File: src/rtl/and16_bist.sv
// Power-on self-test engine for a 16-bit AND gate: drives A/B vectors, checks Y against A&B.
// Optional first-failure capture ports are enabled by defining AND16_BIST_CAPTURE_EN.
module and16_bist #(
    parameter int unsigned WIDTH       = 16,
    parameter int unsigned NUM_VECTORS = 64,
    parameter logic [15:0] SEED        = 16'hACE1
) (
    input  logic             clk_i,
    input  logic             rst_i,
    input  logic             start_i,
    output logic [WIDTH-1:0] A_o,
    output logic [WIDTH-1:0] B_o,
    input  logic [WIDTH-1:0] Y_i,
    output logic             busy_o,
    output logic             done_o,
    output logic             pass_o,
    output logic [7:0]       err_cnt_o
`ifdef AND16_BIST_CAPTURE_EN
    ,
    output logic [15:0]      fail_idx_o,
    output logic [WIDTH-1:0] fail_a_o,
    output logic [WIDTH-1:0] fail_b_o,
    output logic [WIDTH-1:0] fail_y_o
`endif
);

    localparam int unsigned FIXED_VECTORS = 4;
    localparam int unsigned IDX_W         = 16;
    localparam int unsigned ERR_W         = 8;
    localparam logic [IDX_W-1:0] LAST_IDX  = IDX_W'(NUM_VECTORS - 1);
    localparam logic [IDX_W-1:0] FIXED_END = IDX_W'(FIXED_VECTORS);
    localparam logic [15:0]      LFSR_MASK = 16'hB400;
    localparam logic [ERR_W-1:0] ERR_MAX   = 8'hFF;

    typedef enum logic [1:0] {
        IDLE   = 2'd0,
        DRIVE  = 2'd1,
        SAMPLE = 2'd2,
        DONE   = 2'd3
    } state_t;

    state_t               state;
    logic [IDX_W-1:0]     index;
    logic [15:0]          lfsr_a;
    logic [15:0]          lfsr_b;

    logic [WIDTH-1:0]     vec_a_c;
    logic [WIDTH-1:0]     vec_b_c;
    logic                 mismatch_c;
    logic [ERR_W-1:0]     err_nxt_c;

    // Galois right-shift step; the low bit feeds back through the tap mask.
    function automatic logic [15:0] lfsr_step(input logic [15:0] x);
        return (x >> 1) ^ (x[0] ? LFSR_MASK : 16'h0000);
    endfunction

    // First four vectors walk the corner cases; index bits select all-zero/all-one operands.
    always_comb begin
        vec_a_c = WIDTH'(lfsr_a);
        vec_b_c = WIDTH'(lfsr_b);
        if (index < FIXED_END) begin
            vec_a_c = {WIDTH{index[1]}};
            vec_b_c = {WIDTH{index[0]}};
        end
    end

    // Any differing bit flags the whole vector once; the counter saturates.
    always_comb begin
        mismatch_c = (Y_i != (A_o & B_o));
        err_nxt_c  = err_cnt_o;
        if (mismatch_c && (err_cnt_o != ERR_MAX)) begin
            err_nxt_c = err_cnt_o + 8'd1;
        end
    end

    always_ff @(posedge clk_i) begin
        if (rst_i) begin
            state      <= IDLE;
            index      <= '0;
            lfsr_a     <= SEED;
            lfsr_b     <= ~SEED;
            A_o        <= '0;
            B_o        <= '0;
            busy_o     <= 1'b0;
            done_o     <= 1'b0;
            pass_o     <= 1'b0;
            err_cnt_o  <= '0;
`ifdef AND16_BIST_CAPTURE_EN
            fail_idx_o <= '0;
            fail_a_o   <= '0;
            fail_b_o   <= '0;
            fail_y_o   <= '0;
`endif
        end else begin
            case (state)
                IDLE, DONE: begin
                    if (start_i) begin
                        state      <= DRIVE;
                        index      <= '0;
                        lfsr_a     <= SEED;
                        lfsr_b     <= ~SEED;
                        busy_o     <= 1'b1;
                        done_o     <= 1'b0;
                        pass_o     <= 1'b0;
                        err_cnt_o  <= '0;
`ifdef AND16_BIST_CAPTURE_EN
                        fail_idx_o <= '0;
                        fail_a_o   <= '0;
                        fail_b_o   <= '0;
                        fail_y_o   <= '0;
`endif
                    end
                end
                DRIVE: begin
                    A_o   <= vec_a_c;
                    B_o   <= vec_b_c;
                    state <= SAMPLE;
                end
                SAMPLE: begin
                    err_cnt_o <= err_nxt_c;
`ifdef AND16_BIST_CAPTURE_EN
                    // A zero count means no earlier mismatch in this run.
                    if (mismatch_c && (err_cnt_o == '0)) begin
                        fail_idx_o <= index;
                        fail_a_o   <= A_o;
                        fail_b_o   <= B_o;
                        fail_y_o   <= Y_i;
                    end
`endif
                    index <= index + 16'd1;
                    if (index >= FIXED_END) begin
                        lfsr_a <= lfsr_step(lfsr_a);
                        lfsr_b <= lfsr_step(lfsr_b);
                    end
                    if (index == LAST_IDX) begin
                        state  <= DONE;
                        busy_o <= 1'b0;
                        done_o <= 1'b1;
                        pass_o <= (err_nxt_c == '0);
                    end else begin
                        state  <= DRIVE;
                    end
                end
                default: state <= IDLE;
            endcase
        end
    end

    a_busy_done_excl: assert property (@(posedge clk_i) disable iff (rst_i) !(busy_o && done_o));
    a_pass_needs_done: assert property (@(posedge clk_i) disable iff (rst_i) pass_o |-> done_o);

endmodule

File: config.mk
export PLATFORM = sky130hd
export DESIGN_NAME = and16_bist
export DESIGN_NICKNAME = d
export VERILOG_FILES = /design/src/rtl/and16_bist.sv
export SDC_FILE = /design/constraint.sdc
export NUM_CORES = 1
export LEC_CHECK = 0
export CORE_AREA = 2 2 114 116
export DETAILED_ROUTE_END_ITERATION = 10
export DIE_AREA = 0 0 116 118
export GPL_ROUTABILITY_DRIVEN = 0
export HOLD_SLACK_MARGIN = 0.12
export PLACE_DENSITY_LB_ADDON = 0.25
export SYNTH_ARGS = -nofsm -noshare
export SYNTH_HDL_FRONTEND = slang
export SYNTH_SLANG_ARGS = --single-unit
File: constraint.sdc
create_clock -name clk_i -period 2.7 [get_ports clk_i]
set_input_delay 0.81 -clock clk_i [delete_from_list [all_inputs] [get_ports clk_i]]
set_output_delay 0.81 -clock clk_i [all_outputs]
set_load 0.02 [all_outputs]
==> key figures <==
STA
  • Worst rel slew slack: 0.3978
  • Final Critical Period: 2.595 ns
  • Setup TNS: 0 ns
  • Final hold violation count: 0
  • Clk_skew: 0.008999 ns
  • RSZ-0062 raised after global routing: no
  • Worst Max-Slew Pin Slew: 0.9032 ns
  • Max-slew violation count: 0
  • Period utilization: 0.9611
  • Final setup viols: 0
  • F_max: 0.3854 GHz

Critical path
  • Max FO, Critical Path: 4
  • CP Data Arrival Time: about 2.8 ns
  • Worst Path Required: 2.95 ns
  • Startpoint type of the worst setup path: input port
  • Critical path type: in2reg
  • Crit end category: flip-flop

Global route
  • Gr ovfl total: 0
  • Vias in the first global route: 3568
  • Initial antenna violation count: 0
  • Largest net degree at the start of global routing: 57
  • First-pass GRT wire length: 18160 um
  • Gr usage total: 0.1668

Die
  • Die area: 13690 sq um
  • Die H: 118 um
  • Die W: 116 um
  • Io pins: 62
  • Core region area: 12410 sq um
  • Num rows: just over 40
  • Starting Density: 0.3469

Clocking
  • Worst skew pair latency: 0.35 ns
  • CTS Buf Count: 9
  • Bufs on Longest Clock Path: 2
  • CTS tree: yes
  • H-tree depth: 3
  • Clock sinks: just over 90
  • Clock-pin transition on the worst setup and hold timing paths: around 0.07 ns
  • Root buffer cell: clkbuf_16
  • Hold buffer count at CTS: 0

Yosys
  • Synth top area share: 0.4323
  • Top area cells in the synthesized netlist: dfxtp_1, a21oi_1, a211oi_1, nor2_1, nand2_1
  • Post-synthesis sequential area ratio: 0.4323
  • Dominant cell type by area after synthesis: dfxtp_1
  • YS warnings: 0
  • Most common cell in the synthesized netlist: dfxtp_1
  • Register bit total from synthesis: 93
  • Area of the mapped netlist: 4307 sq um
  • Fraction of registers with async set/reset: 0
  • Post-synth EDFFs: 0
  • Avg Cell Area, Syn: 8.188 sq um
  • Most instantiated cells after synthesis: dfxtp_1, nor2_1, a21oi_1
  • Synth cell types: 49
  • Mapped Cells: 526
  • Synthesized Nets: 550
  • Top_reg_cell synth: dfxtp_1

Layout
  • Util after Layout: 0.4418
  • Post-Layout Inst Area: 5485 sq um
  • Number of fill cells: 1286
  • Final nets: 610
  • Fin cells: approximately 760
  • Inserted Diodes: 0
  • Share of layout cells above drive strength 1: 0.09306
  • Area grow syn2layout: 27.37%

Placed design
  • Buffers on Ports: 61
  • Area after DPL: 5189 sq um
  • Inst Count DP: 747
  • Detailed placement HPWL: about 7700 um

Drt
  • Aggregate routed wire length: 11080 um
  • DRC: 0
  • Detailed-route via count: 3980
  • WL/cell: 14.53 um
  • ANT nets after route: 0
  • Pre-antenna DRT Iters: 5
  • DR vias/cell: 5.216
  • Initial DRC Count: roughly 270

Power and ir drop
  • Power Internal: approximately 0.0025 W
  • Combinational cell fraction of total power: 0.198
  • Clock share of power: 0.358
  • VDD IR max: around 0.28 mV
  • Reg power frac: 0.444
  • PnR Total Power: 0.003489 W
  • Leakage: 1.880 nW
  • Power per Cell Area: roughly 640 nW/um^2
  • P_sw: 0.001026 W
  • Switching share of power: 0.2941

Hold path
  • Hold WC Path Type: reg2reg

Run status
  • Outcome: finished clean

Flow run
  • Max-cap violations: 0
-- cells in the final DEF, fill, tap and decap left out, types with 20 or more instances in the layout --
cell type / count
nand3_1: 26
buf_4: 23
clkdlybuf4s50_1: 60
a21oi_1: 61
dfxtp_1: 93
xor2_1: 21
o21ai_0: 20
nor2_1: 64
nand2_1: 53
a211oi_1: 34
-- cell families (layout without fill, tap and decap cells) --
group                      count (synthesis)  in the layout  synth area share
AOI/OAI and AO/OA                        156            156            0.2301
xor gates and xnor gates                  24             24           0.04881
buffers and inverters                     46            111           0.04358
and+or+nand+nor                          201            201            0.2281
muxes                                      1              1          0.002615
adders and majority gates                  5              5           0.01453
DFF                                       93             93            0.4323
-- metrics by stage --
step | setup slack (ns) | hold slack (ns)
floorplan | 0.3788 | 0.4409
global placement | -0.2204 | 0.4570
detailed placement | -0.2720 | 0.4588
CTS | 0.06368 | 0.4665
global route | 0.0001015 | 0.4947
finish | 0.1051 | 0.4668
-- timing repair --
item                       in CTS  in global routing
setup endpoints to repair       0                 19
setup buffers                   0                  0
resized for setup               0                  2
-- final timing paths --
path                            cells past startpoint  slack [ns]  startpoint         end
worst min register to register                      2        0.47  lfsr_a[12]  lfsr_a[12]
worst max-delay path                                8        0.11     Y_i[15]      pass_o
worst max register to register                      7        0.36    state[0]   lfsr_a[6]
worst min-delay path                                2        0.47  lfsr_a[12]  lfsr_a[12]
-- flip-flops by register name, summed over array words and instances, names as in the netlist --
name,flops
A_o,16
B_o,16
busy_o,1
done_o,1
err_cnt_o,8
index,16
lfsr_a,16
lfsr_b,16
pass_o,1
state,2
-- layout make-up --
cell class / count / area, sq um / area share
Clock buffer: 12 / 266.5 / 0.04859
Clock inverter: 4 / 30.03 / 0.005474
Multi-Input combinational cell: 387 / 2260 / 0.4120
Inverter: 9 / 33.78 / 0.006159
Tap cell: 172 / 215.2 / 0.03923
Timing Repair Buffer: 86 / 818.3 / 0.1492
Sequential cell: 93 / 1862 / 0.3394
-- power by group through the flow --
stage,combinational (W),clock (W),sequential [W]
after floorplan,0.000316,0,0.00164
after global placement,0.000685,0,0.00158
after detailed placement,0.000689,0,0.00158
after CTS,0.000691,0.00127,0.00155
after global routing,0.000751,0.00133,0.00156
final,0.000689,0.00125,0.00155
-- worst max-delay path, stage by stage --
cell	delay, ns
clkdlybuf4s50_1	0.47
and3b_1	0.18
nor4_2	0.25
nand4_1	0.22
nor3_4	0.22
nor2b_1	0.07
o32a_1	0.29
o41ai_2	0.32
-- layer usage --
metal / vias up / track usage / share of wire
li1: 2011 / - / -
met1: 1881 / 0.2343 / 0.49
met2: 74 / 0.2522 / 0.46
met3: 14 / 0.02884 / 0.031
met4: 0 / 0.06622 / 0.018
met5: - / 0 / 0
No activity file was read; power rests on OpenSTA's default activity.
==> patch, RTL diff (same flow settings) <==
Put one more register stage on the output `done_o`, without a reset. The value now appears one clock later. The other outputs are not delayed to match.
--- a/src/rtl/and16_bist.sv
+++ b/src/rtl/and16_bist.sv
@@ -38,6 +38,8 @@
         SAMPLE = 2'd2,
         DONE   = 2'd3
     } state_t;
+
+    logic done_s0;
 
     state_t               state;
     logic [IDX_W-1:0]     index;
@@ -82,7 +84,7 @@
             A_o        <= '0;
             B_o        <= '0;
             busy_o     <= 1'b0;
-            done_o     <= 1'b0;
+            done_s0    <= 1'b0;
             pass_o     <= 1'b0;
             err_cnt_o  <= '0;
 `ifdef AND16_BIST_CAPTURE_EN
@@ -100,7 +102,7 @@
                         lfsr_a     <= SEED;
                         lfsr_b     <= ~SEED;
                         busy_o     <= 1'b1;
-                        done_o     <= 1'b0;
+                        done_s0    <= 1'b0;
                         pass_o     <= 1'b0;
                         err_cnt_o  <= '0;
 `ifdef AND16_BIST_CAPTURE_EN
@@ -135,7 +137,7 @@
                     if (index == LAST_IDX) begin
                         state  <= DONE;
                         busy_o <= 1'b0;
-                        done_o <= 1'b1;
+                        done_s0 <= 1'b1;
                         pass_o <= (err_nxt_c == '0);
                     end else begin
                         state  <= DRIVE;
@@ -146,8 +148,12 @@
         end
     end
 
-    a_busy_done_excl: assert property (@(posedge clk_i) disable iff (rst_i) !(busy_o && done_o));
-    a_pass_needs_done: assert property (@(posedge clk_i) disable iff (rst_i) pass_o |-> done_o);
+    a_busy_done_excl: assert property (@(posedge clk_i) disable iff (rst_i) !(busy_o && done_s0));
+    a_pass_needs_done: assert property (@(posedge clk_i) disable iff (rst_i) pass_o |-> done_s0);
+
+    always_ff @(posedge clk_i) begin
+        done_o <= done_s0;
+    end
 
 endmodule
 
Formal check against the unedited RTL: same outputs for any inputs over 10 cycles, from zero or initial values and one cycle with rst_i high; that may be too few to reach the edited logic, so the function may still have changed.
==> patch against the original RTL <==
- power up 2.1%
- worst hold slack worse by 0.094 ns
- cell area up 1.5%
- register-to-register slack worse by 0.02 ns
- first-iteration DRC count up 29%
- critical path type unchanged
- synthesized area up 2.0%
- setup slack worse by 0.051 ns
- sequential cell count up 1
- routed wire length up 2.6%
==> patch: results (changes against the original RTL) <==
outcome=completed; wire length of the first global-routing pass=18620 um (+2.5%); worst clock skew on the final layout=0.009677 ns (+0.0006784 ns); switch share=29.79% (+0.38 points); count of cell types in the netlist=57 (+16%); Data arrival, critical path=2.90 ns (+0.06 ns); post-synthesis instance total=524 (-0.38%); count of vias placed by the detailed router=4069 (+2.2%); share of final-layout standard cells stronger than drive strength 1=10.20% (+0.90 points); Total Routing Usage GR=16.87% (+0.19 points); worst slew slack as a fraction of its limit=40.98% (+1.2 points); met2 capacity usage during global routing=25.95% (+0.73 points); internal power component=2502 uW (+1.6%); DRC marker count from the first detailed-route iteration=352 (+29%); worst IR drop on VDD=325.4 uV (+17%); met3 usage=4.789% (+1.9 points); area post-placement=0.005241 mm2 (+1.0%); most frequent cells after synthesis=94 x dfxtp_1, 65 x a21oi_1, 64 x nor2_1, 36 x a211oi_1, 30 x nand2_1; global-route track usage on met1=23.21% (-0.22 points); layout net count=607 (-0.49%); peak fanout along the critical path=3 (-1); DP Worst Slack=-0.4250 ns (-0.1530 ns); leakage power=0.001933 uW (+2.8%); Max stage delay on crit path=0.43 ns (-0.04 ns); Post-Place Cells=744 (-0.40%); Gate power share=19.3% (-0.5 points)
-- patch: changes by cell type in the layout (fill, tap and decap cells not counted), moves of 3 or more --
cell	change
nand2b_1	+15
o22ai_1	+3
a22oi_1	-3
a32oi_1	+3
a21oi_1	+4
clkbuf_8	-3
nand4_1	-6
o21ai_0	-5
xor2_1	-8
nand2_1	-23
-- patch: per-layer routing --
layer / wire length (um) / share of wire, %
met5: 0 / 0
met1: 5484 / 48
met2: 5221 / 46
met3: 526 / 4.6
met4: 142 / 1.2
-- patch: worst reg2reg max path, stage by stage (launching register included) --
cell     delay [ns]
dfxtp_1        0.33
inv_1          0.06
ha_1           0.36
inv_1          0.31
o21ai_2        0.79
buf_4          0.27
nand2_1        0.06
a21oi_1        0.11
-- patch: cell type report --
cell class	count	area [um2]
Multi-Input combinational cell	386	2342
Clock inverter	7	80.08
Tap cell	172	215.2
Inverter	7	26.28
Sequential cell	94	1882
Timing Repair Buffer	85	798.3
Clock buffer	9	225.2
Fill cell	1241	6845
-- patch: cells by family (layout without fill, tap and decap cells) --
logic type | count (synthesis) | count (layout) | synth area share (%)
AND/OR/NAND/NOR | 197 | 197 | 23.53
AO/OA/AOI/OAI | 168 | 168 | 24.62
flip-flops | 94 | 94 | 42.85
buffers and inverters | 44 | 108 | 4.388
XOR/XNOR | 16 | 16 | 3.191
adder cells (fa/ha/maj) | 5 | 5 | 1.425
-- patch: worst paths after layout --
path / start / endpoint / cells past startpoint / slack [ns]
worst max register to register: state[0] / lfsr_b[11] / 7 / 0.34
worst min register to register: done_s0 / done_o / 0 / 0.37
worst max-delay path: Y_i[10] / pass_o / 9 / 0.05
worst min-delay path: done_s0 / done_o / 0 / 0.37
